===== src/rtl/gpu_pkg.sv =====
// Shared definitions for the video memory arbiter: command entry layout
// {write, addr, wdata} and the CPU read response latency.
package gpu_pkg;

  localparam int CPU_RSP_LATENCY = 2;

  function automatic int cmd_width(input int aw, input int dw);
    return 1 + aw + dw;
  endfunction

endpackage


===== src/rtl/cmd_fifo.sv =====
// Synchronous FIFO, first-word-fall-through head, sync active-high reset.
// Ports: push/push_data in, pop in, head_data/full/empty/count out.
module cmd_fifo #(
  parameter int WIDTH = 8,
  parameter int DEPTH = 4
) (
  input  logic                     clk,
  input  logic                     rst,
  input  logic                     push,
  input  logic [WIDTH-1:0]         push_data,
  input  logic                     pop,
  output logic [WIDTH-1:0]         head_data,
  output logic                     full,
  output logic                     empty,
  output logic [$clog2(DEPTH):0]   count
);

  localparam int PW = $clog2(DEPTH);
  localparam int CW = PW + 1;

  logic [WIDTH-1:0] mem_q [DEPTH];
  logic [WIDTH-1:0] mem_d [DEPTH];
  logic [PW-1:0]    wr_ptr_q, wr_ptr_d;
  logic [PW-1:0]    rd_ptr_q, rd_ptr_d;
  logic [CW-1:0]    count_q, count_d;
  logic             do_push, do_pop;

  assign full      = (count_q == CW'(DEPTH));
  assign empty     = (count_q == '0);
  assign count     = count_q;
  assign head_data = mem_q[rd_ptr_q];
  assign do_push   = push & ~full;
  assign do_pop    = pop & ~empty;

  always_comb begin
    mem_d    = mem_q;
    wr_ptr_d = wr_ptr_q;
    rd_ptr_d = rd_ptr_q;
    if (do_push) begin
      mem_d[wr_ptr_q] = push_data;
      wr_ptr_d        = wr_ptr_q + PW'(1);
    end
    if (do_pop) begin
      rd_ptr_d = rd_ptr_q + PW'(1);
    end
    count_d = count_q + CW'(do_push) - CW'(do_pop);
  end

  always_ff @(posedge clk) begin
    if (rst) begin
      wr_ptr_q <= '0;
      rd_ptr_q <= '0;
      count_q  <= '0;
    end else begin
      wr_ptr_q <= wr_ptr_d;
      rd_ptr_q <= rd_ptr_d;
      count_q  <= count_d;
    end
  end

  // Storage needs no reset: entries are only visible once counted.
  always_ff @(posedge clk) begin
    mem_q <= mem_d;
  end

endmodule


===== src/rtl/vram_arbiter.sv =====
// Shares one video memory between the pixel generator (absolute read
// priority) and a queued CPU command port. GPU/CPU/memory ports below.
module vram_arbiter
  import gpu_pkg::*;
#(
  parameter int ADDRESS_WIDTH = 12,
  parameter int DATA_WIDTH    = 8,
  parameter int FIFO_DEPTH    = 4
) (
  input  logic                     clk,
  input  logic                     rst,
  input  logic                     gpu_read_enable,
  input  logic [ADDRESS_WIDTH-1:0] gpu_read_addr,
  output logic [DATA_WIDTH-1:0]    gpu_read_data,
  input  logic                     cpu_req_valid,
  output logic                     cpu_req_ready,
  input  logic                     cpu_req_write,
  input  logic [ADDRESS_WIDTH-1:0] cpu_req_addr,
  input  logic [DATA_WIDTH-1:0]    cpu_req_wdata,
  output logic                     cpu_rsp_valid,
  output logic [DATA_WIDTH-1:0]    cpu_rsp_data,
  output logic                     busy,
  output logic                     mem_read_enable,
  output logic [ADDRESS_WIDTH-1:0] mem_read_addr,
  input  logic [DATA_WIDTH-1:0]    mem_read_data,
  output logic                     mem_write_enable,
  output logic [ADDRESS_WIDTH-1:0] mem_write_addr,
  output logic [DATA_WIDTH-1:0]    mem_write_data
);

  localparam int CMDW = cmd_width(ADDRESS_WIDTH, DATA_WIDTH);
  localparam int CNTW = $clog2(FIFO_DEPTH) + 1;
  localparam int LAT  = CPU_RSP_LATENCY;

  logic [CMDW-1:0]          push_cmd, head_cmd;
  logic                     fifo_full, fifo_empty;
  logic [CNTW-1:0]          fifo_count;
  logic                     push, pop;
  logic                     head_write;
  logic [ADDRESS_WIDTH-1:0] head_addr;
  logic [DATA_WIDTH-1:0]    head_wdata;
  logic                     cpu_grant, wr_grant;

  logic                     gpu_last_q, gpu_last_d;
  logic [DATA_WIDTH-1:0]    gpu_hold_q, gpu_hold_d;
  logic [LAT-1:0]           rsp_pipe_q, rsp_pipe_d;
  logic [DATA_WIDTH-1:0]    rsp_data_q, rsp_data_d;

  assign push_cmd = {cpu_req_write, cpu_req_addr, cpu_req_wdata};
  assign {head_write, head_addr, head_wdata} = head_cmd;

  // Ready comes from the registered count: a full queue rejects
  // even in a cycle where it also pops.
  assign cpu_req_ready = ~fifo_full;
  assign push          = cpu_req_valid & cpu_req_ready;

  cmd_fifo #(
    .WIDTH (CMDW),
    .DEPTH (FIFO_DEPTH)
  ) u_cmd_fifo (
    .clk       (clk),
    .rst       (rst),
    .push      (push),
    .push_data (push_cmd),
    .pop       (pop),
    .head_data (head_cmd),
    .full      (fifo_full),
    .empty     (fifo_empty),
    .count     (fifo_count)
  );

  always_comb begin
    cpu_grant = ~rst & ~fifo_empty & ~head_write & ~gpu_read_enable;
    wr_grant  = ~rst & ~fifo_empty & head_write;
    pop       = cpu_grant | wr_grant;

    mem_read_enable  = gpu_read_enable | cpu_grant;
    mem_read_addr    = gpu_read_enable ? gpu_read_addr : head_addr;
    mem_write_enable = wr_grant;
    mem_write_addr   = head_addr;
    mem_write_data   = head_wdata;
  end

  always_comb begin
    gpu_last_d = gpu_read_enable;
    gpu_hold_d = gpu_last_q ? mem_read_data : gpu_hold_q;
    rsp_pipe_d = {rsp_pipe_q[LAT-2:0], cpu_grant};
    // Data is valid the cycle after the grant; capture it then.
    rsp_data_d = rsp_pipe_q[LAT-2] ? mem_read_data : rsp_data_q;
  end

  always_ff @(posedge clk) begin
    if (rst) begin
      gpu_last_q <= 1'b0;
      gpu_hold_q <= '0;
      rsp_pipe_q <= '0;
      rsp_data_q <= '0;
    end else begin
      gpu_last_q <= gpu_last_d;
      gpu_hold_q <= gpu_hold_d;
      rsp_pipe_q <= rsp_pipe_d;
      rsp_data_q <= rsp_data_d;
    end
  end

  // Bypass on the return cycle keeps GPU latency at one memory cycle.
  assign gpu_read_data = gpu_last_q ? mem_read_data : gpu_hold_q;
  assign cpu_rsp_valid = rsp_pipe_q[LAT-1];
  assign cpu_rsp_data  = rsp_data_q;
  assign busy          = (fifo_count != '0) | (|rsp_pipe_q);

endmodule


===== config.mk =====
export PLATFORM = sky130hd
export DESIGN_NAME = vram_arbiter
export DESIGN_NICKNAME = d
export VERILOG_FILES = /design/src/rtl/gpu_pkg.sv /design/src/rtl/cmd_fifo.sv /design/src/rtl/vram_arbiter.sv
export SDC_FILE = /design/constraint.sdc
export NUM_CORES = 1
export LEC_CHECK = 0
export ABC_AREA = 1
export BUFFER_PORTS_ARGS = -buffer_cell sky130_fd_sc_hd__clkbuf_2
export CAP_MARGIN = 10
export CELL_PAD_IN_SITES_DETAIL_PLACEMENT = 1
export CELL_PAD_IN_SITES_GLOBAL_PLACEMENT = 1
export CORE_AREA = 2 2 90 178
export CTS_CLUSTER_SIZE = 16
export DETAILED_ROUTE_END_ITERATION = 8
export DIE_AREA = 0 0 92 180
export PLACE_DENSITY = 0.64
export REMOVE_ABC_BUFFERS = 1
export SYNTH_ARGS = -nofsm -noshare
export SYNTH_HDL_FRONTEND = slang
export SYNTH_SLANG_ARGS = --single-unit

===== constraint.sdc =====
create_clock -name clk -period 1.9 [get_ports clk]
set_input_delay 0.475 -clock clk [delete_from_list [all_inputs] [get_ports clk]]
set_output_delay 0.475 -clock clk [all_outputs]
set_load 0.01 [all_outputs]

# Word-level counts from Yosys, hierarchy flattened
# Index checks and enable logic that the tools add are counted.
[totals] reg_bits=110 inputBits=45 elab_cells=48
[classes] n_reduce_logical=4 add_sub_neg=4 magnitude_cmp=3 eq_ne=1 bitwise_logic=17 muxes=8
[ops] operator="$bwmux W84" count=1
[ops] operator="$mux W21" count=3
[ops] operator="$bmux W21 S2" count=1
[ops] operator="$demux W21 S2" count=1
[ops] operator="$mux W12" count=1
[ops] operator="$mux W8" count=1
[ops] operator="$and A1 B1 Y1" count=7
[ops] operator="$ge A3 B3 Y1 const B" count=2
[ops] operator="$not A2 Y3" count=2
[ops] operator="$not A1 Y1" count=5
[ops] operator="$add A2 B1 Y2 const B" count=2
[ops] operator="$add A3 B1 Y3" count=1
[ops] operator="$eq A3 B3 Y1 const B" count=1
[ops] operator="$logic_not A3 Y1" count=1
[ops] operator="$lt A3 B1 Y1 const B" count=1
[ops] operator="$or A1 B1 Y1" count=3
[ops] operator="$reduce_bool A3 Y1" count=1
[ops] operator="$sub A3 B1 Y3" count=1
[ops] operator="$reduce_or A2 Y1" count=1
[ops] operator="$logic_and A1 B1 Y1" count=1

# Logic depth before layout (Yosys ltp)
[logic_depth] ltp_word=10 mapped_depth=12 mapped_depth_nobuf=11

# Modules after synthesis
# Synthesis repeated with hierarchy kept, for this count alone.
[hier_totals] hier_cells=428 area_unflattened_um2=4565.6
[modules_own_cells] mod="cmd_fifo" area_per_inst_um2=3619.7 n_inst=1 seq_area_each_um2=2662.6 cells_per_inst=268
[modules_own_cells] mod="vram_arbiter" area_per_inst_um2=945.9 n_inst=1 seq_area_each_um2=380.4 cells_per_inst=160

# Worst setup path after synthesis
# Ideal clock, no wire load.
[synth_path] path_kind="input-to-reg" start="input port rst" end="register u_cmd_fifo.count_q[1], in the netlist u_cmd_fifo.count[1]" n_path_buf=1 setup_ps=129 t_required_ps=1771 path_slack_ps=-138 arrival_ps=1909 stages=9 cell_sequence="buf_2 > a21oi_2 > a21boi_4 > ha_1 > inv_1 > ha_1 > fa_1 > inv_1 > nor2_1"
[synth_between] elab_chain_cells=7 word_cells_on_any_way=8 cone_classes="add/sub: 1; bitwise: 7"
[synth_rtl] item="start: declaration" line="vram_arbiter.sv:11" source="input logic rst,"
[synth_rtl] item="$not A1 Y1 *" line="vram_arbiter.sv:73, vram_arbiter.sv:74"
[synth_rtl] item="$and A1 B1 Y1 *" line="vram_arbiter.sv:73, vram_arbiter.sv:74"
[synth_rtl] item="$and A1 B1 Y1 (2 in series)" line="vram_arbiter.sv:73" source="cpu_grant = ~rst & ~fifo_empty & ~head_write & ~gpu_read_enable;"
[synth_rtl] item="$or A1 B1 Y1 *" line="vram_arbiter.sv:75" source="pop = cpu_grant | wr_grant;"
[synth_rtl] item="$and A1 B1 Y1 *" line="cmd_fifo.sv:33" source="assign do_pop = pop & ~empty;"
[synth_rtl] item="named net u_cmd_fifo.do_pop" line="cmd_fifo.sv:26" source="logic do_push, do_pop;"
[synth_rtl] item="$sub A3 B1 Y3 *" line="cmd_fifo.sv:46" source="count_d = count_q + CW'(do_push) - CW'(do_pop);"
[synth_rtl] item="named net u_cmd_fifo.count_d[1]" line="cmd_fifo.sv:25" source="logic [CW-1:0] count_q, count_d;"
[synth_rtl] item="end signal: assignment" line="cmd_fifo.sv:57" source="count_q <= count_d;"
[synth_rtl] item="end: declaration" line="cmd_fifo.sv:25"
# Mark *: on every way through the listed nets, which the timed path passes. The rest lies on a longest branch.
# A chain may end at the register's enable or synchronous reset.

# Final worst setup path
[layout_path] start="register u_cmd_fifo.rd_ptr_q[0]" end="output port mem_read_addr[4]"
[layout_between] elab_chain_cells=5
[layout_rtl] item="start: declaration" line="cmd_fifo.sv:24" source="logic [PW-1:0] rd_ptr_q, rd_ptr_d;"
[layout_rtl] item="start signal: assignment" line="cmd_fifo.sv:56" source="rd_ptr_q <= rd_ptr_d;"
[layout_rtl] item="$not A2 Y3 (not written as such)" line="cmd_fifo.sv:31" source="assign head_data = mem_q[rd_ptr_q];"
[layout_rtl] item="$bmux W21 S2" line="cmd_fifo.sv:31"
[layout_rtl] item="$mux W21 (not written as such) (2 in series)" line="cmd_fifo.sv:31"
[layout_rtl] item="$mux W12" line="vram_arbiter.sv:78" source="mem_read_addr = gpu_read_enable ? gpu_read_addr : head_addr;"
[layout_rtl] item="end: declaration" line="vram_arbiter.sv:24" source="output logic [ADDRESS_WIDTH-1:0] mem_read_addr,"
# Every way passes these cells. The select of a mux whose other input is x is not followed.

==> results.toml <==
[place]
dp_worst_setup_slack_ps = -180
gp_congestion = 0.692
hpwl_um = 8260
port_buffers = 97

[timing]
slew_viol_final = 0
setup_violations = 34
slew_headroom_pct = 80.1
hold_violations = 0
skew_ps = 11.1
setup_ws_ps = -138
finalCriticalPeriod_ps = 2040
clock.fmax_mhz = 491
finalCritPeriodShare_pct = 107
rsz0062_at_grt = "yes"
worstMarginPinSlew_ps = 299

[layout]
layout_common_cells = "edfxtp_1, nand2_1, clkbuf_2, nor2_1, dfxtp_1"
drive_gt1_share_pct = 39.8
syn2layout_area_growth_pct = 34.9
layout_commonest_cell = "edfxtp_1"
n_antenna_cell = 0
final_net_count = 567

[detailed_routing]
wire_per_inst_um = 17.3
firstDrtPassIters = 4
vias_per_cell = 4.63
drc = 0
finalWirelength_um = 12400
antenna_left = 0
first_iter_violations = 168
vias = 3327

[critical_path]
reg2reg_to = "u_cmd_fifo.count[2]$_SDFF_PP0_"
cp_num_buf_inv = 3
worstPathCellList = "buf_12 > buf_16 > nor2_1 > o22ai_2 > nand2_1 > nand2_1 > clkbuf_2"
criticalPathCategory = "flop to primary output"
slowest_delay_ps = 430
critPathMaxFanout = 12
rrSetupSlack_ps = -110
crit_top_cell = "nand2_1"
crit_path_start = "u_cmd_fifo.rd_ptr_q[0]$_SDFFE_PP0P_"
ff2ff_path_depth = 11
cp_slowest_cell = "dfxtp_4"
critPathTopFamily = "flip-flops"
crit_end = "mem_read_addr[4]"
critPathArrivalTime_ps = 1560
worstSetupEndpointType = "primary output"
required_ps = 1420
cp-start-kind = "flop"
regToRegStartpoint = "u_cmd_fifo.rd_ptr_q[0]$_SDFFE_PP0P_"
worst-path-stages = 7

[run]
cap_violations = 0

[power_and_ir_drop]
powerDensity_mw_per_mm2 = 1230
finalPower_w = 0.00746
ir_worst_vdd_mv = 0.672
p_leak_nw = 2.42

[synthesis]
synth_top_cell_by_area = "edfxtp_1"
yosys-top-cells-area = "edfxtp_1, dfxtp_1, nand2_1"
synth_top_area_share_pct = 56.3
synth_seq_cells = 110
synthCells = 391
syn_area_per_cell_um2 = 11.5
synth_cell_type_count = 30
yosysSeqAreaShare_pct = 67.9
yosysWarnings = 0
syn-cell-area_mm2 = 0.00448

[clocking]
cts_buffer_depth = 2
clk_latency_ps = 350
cts_hold_buf = 0
path_clk_slew_ps = 80
cts_buffers = 9
cts_tree = "done"
cts-root-buf = "clkbuf_16"
cts.sinks = 110
htreeDepth = 3

[global_routing]
grt_pass1_vias = 3637
grt_start_max_net_pins = 26
antenna_found_initial = 0
grt_pass1_wl_um = 19500
overflow = 0
grt.total_usage_pct = 15.5

[die]
core_area_mm2 = 0.0152
dieWidth_um = 92
ios = 98
start_util_pct = 29.4
rows = 64
die_h_um = 180
dieArea_mm2 = 0.0166

[run_status]
status = "complete, but fails checks"
violations = "setup timing"

[worst_hold_path]
hold_class = "primary input to flop"
==> worst min path at each step <==
stage	from	endpoint	slack, ps	cells past startpoint
floorplan	gpu_hold_q[0]$_SDFF_PP0_	gpu_hold_q[0]$_SDFF_PP0_	440	2
global placement	cpu_rsp_data[6]$_SDFFE_PP0P_	cpu_rsp_data[6]$_SDFFE_PP0P_	450	2
detailed placement	cpu_rsp_data[6]$_SDFFE_PP0P_	cpu_rsp_data[6]$_SDFFE_PP0P_	460	2
CTS	cpu_req_addr[2]	u_cmd_fifo.mem_q[10]$_DFFE_PP_	320	1
global route	cpu_req_addr[11]	u_cmd_fifo.mem_q[82]$_DFFE_PP_	330	1
finish	cpu_req_addr[11]	u_cmd_fifo.mem_q[40]$_DFFE_PP_	340	1
==> kinds of logic (layout without fill, tap and decap cells) <==
family                     Yosys count  count (layout)  synth area share [%]
buffers and inverters               41             170                  4.27
adders and majority gates            7               7                  2.12
and+or+nand+nor                    148             148                  13.1
AOI/OAI and AO/OA                   82              82                  12.0
xor gates and xnor gates             3               3                 0.587
DFF                                110             110                  67.9
==> synthesized netlist by cell type <==
master / number
a211oi_1: 1
a21boi_4: 1
a21oi_1: 17
a21oi_2: 3
buf_1: 1
buf_2: 10
buf_4: 1
buf_6: 2
clkbuf_1: 5
clkbuf_2: 1
clkinv_1: 1
dfxtp_1: 26
edfxtp_1: 84
fa_1: 1
ha_1: 6
inv_1: 18
inv_2: 1
inv_6: 1
nand2_1: 85
nand2_2: 4
nand3_1: 5
nand3_2: 2
nor2_1: 51
nor2_2: 1
o21ai_0: 34
o21ai_1: 6
o22ai_1: 8
o22ai_2: 12
xnor2_1: 2
xor2_1: 1
==> report_power, final <==
part	internal [W]	total [W]	switching (W)
clock network	0.00104	0.00193	0.000888
registers	0.00286	0.00298	0.000117
logic	0.00116	0.00255	0.00139
==> stage by stage <==
stage               TNS (ps)  cell area, um^2  std cells  hold WS (ps)  utilization, %
floorplan             -15070             4370        371           442               -
global placement        -260             5370        693           449            35.3
detailed placement      -449             5370        693           463            35.3
CTS                    -3300             5940        714           321            39.1
global route           -5530             6040        718           332            39.7
finish                 -2660             6040        718           340            39.7
==> state kept, by name (all words and copies together) (netlist names) <==
name and count:
rsp_pipe_q 2, gpu_last_q 1, u_cmd_fifo.rd_ptr_q 2, u_cmd_fifo.wr_ptr_q 2
cpu_rsp_data 8, u_cmd_fifo.mem_q 84, u_cmd_fifo.count 3, gpu_hold_q 8
==> layer usage <==
layer	vias up	global-route usage (%)	wire [um]
met5	-	0	0
met4	0	5.79	233
met3	12	2.89	392
met2	65	29.9	7100
met1	1653	16.1	4680
li1	1597	-	-
==> worst reg2reg max path, delay by kind of cell, from the launching register on <==
family	cells	cell delay, ps
simple gates	4	300
xor+xnor	1	180
compound gates	1	70
fa+ha+maj	3	810
flops	1	430
buf+inv	2	100
==> repair_timing <==
item                                    CTS  global route
gates cloned                              4             0
endpoints found under the setup margin   34            36
gates resized for setup                  52            45
setup buffers                             1             4
pin swaps                                13            18
==> cell type report <==
cell class | count | area (um^2)
flip-flops and latches | 110 | 3050
fillers | 1697 | 9170
inverters | 21 | 86.3
repair buffers | 133 | 986
clock buffers | 9 | 225
clock inverters | 7 | 80.1
well taps | 198 | 248
multi-input cells | 240 | 1370
Note: power is estimated with default switching activity, not from simulation.
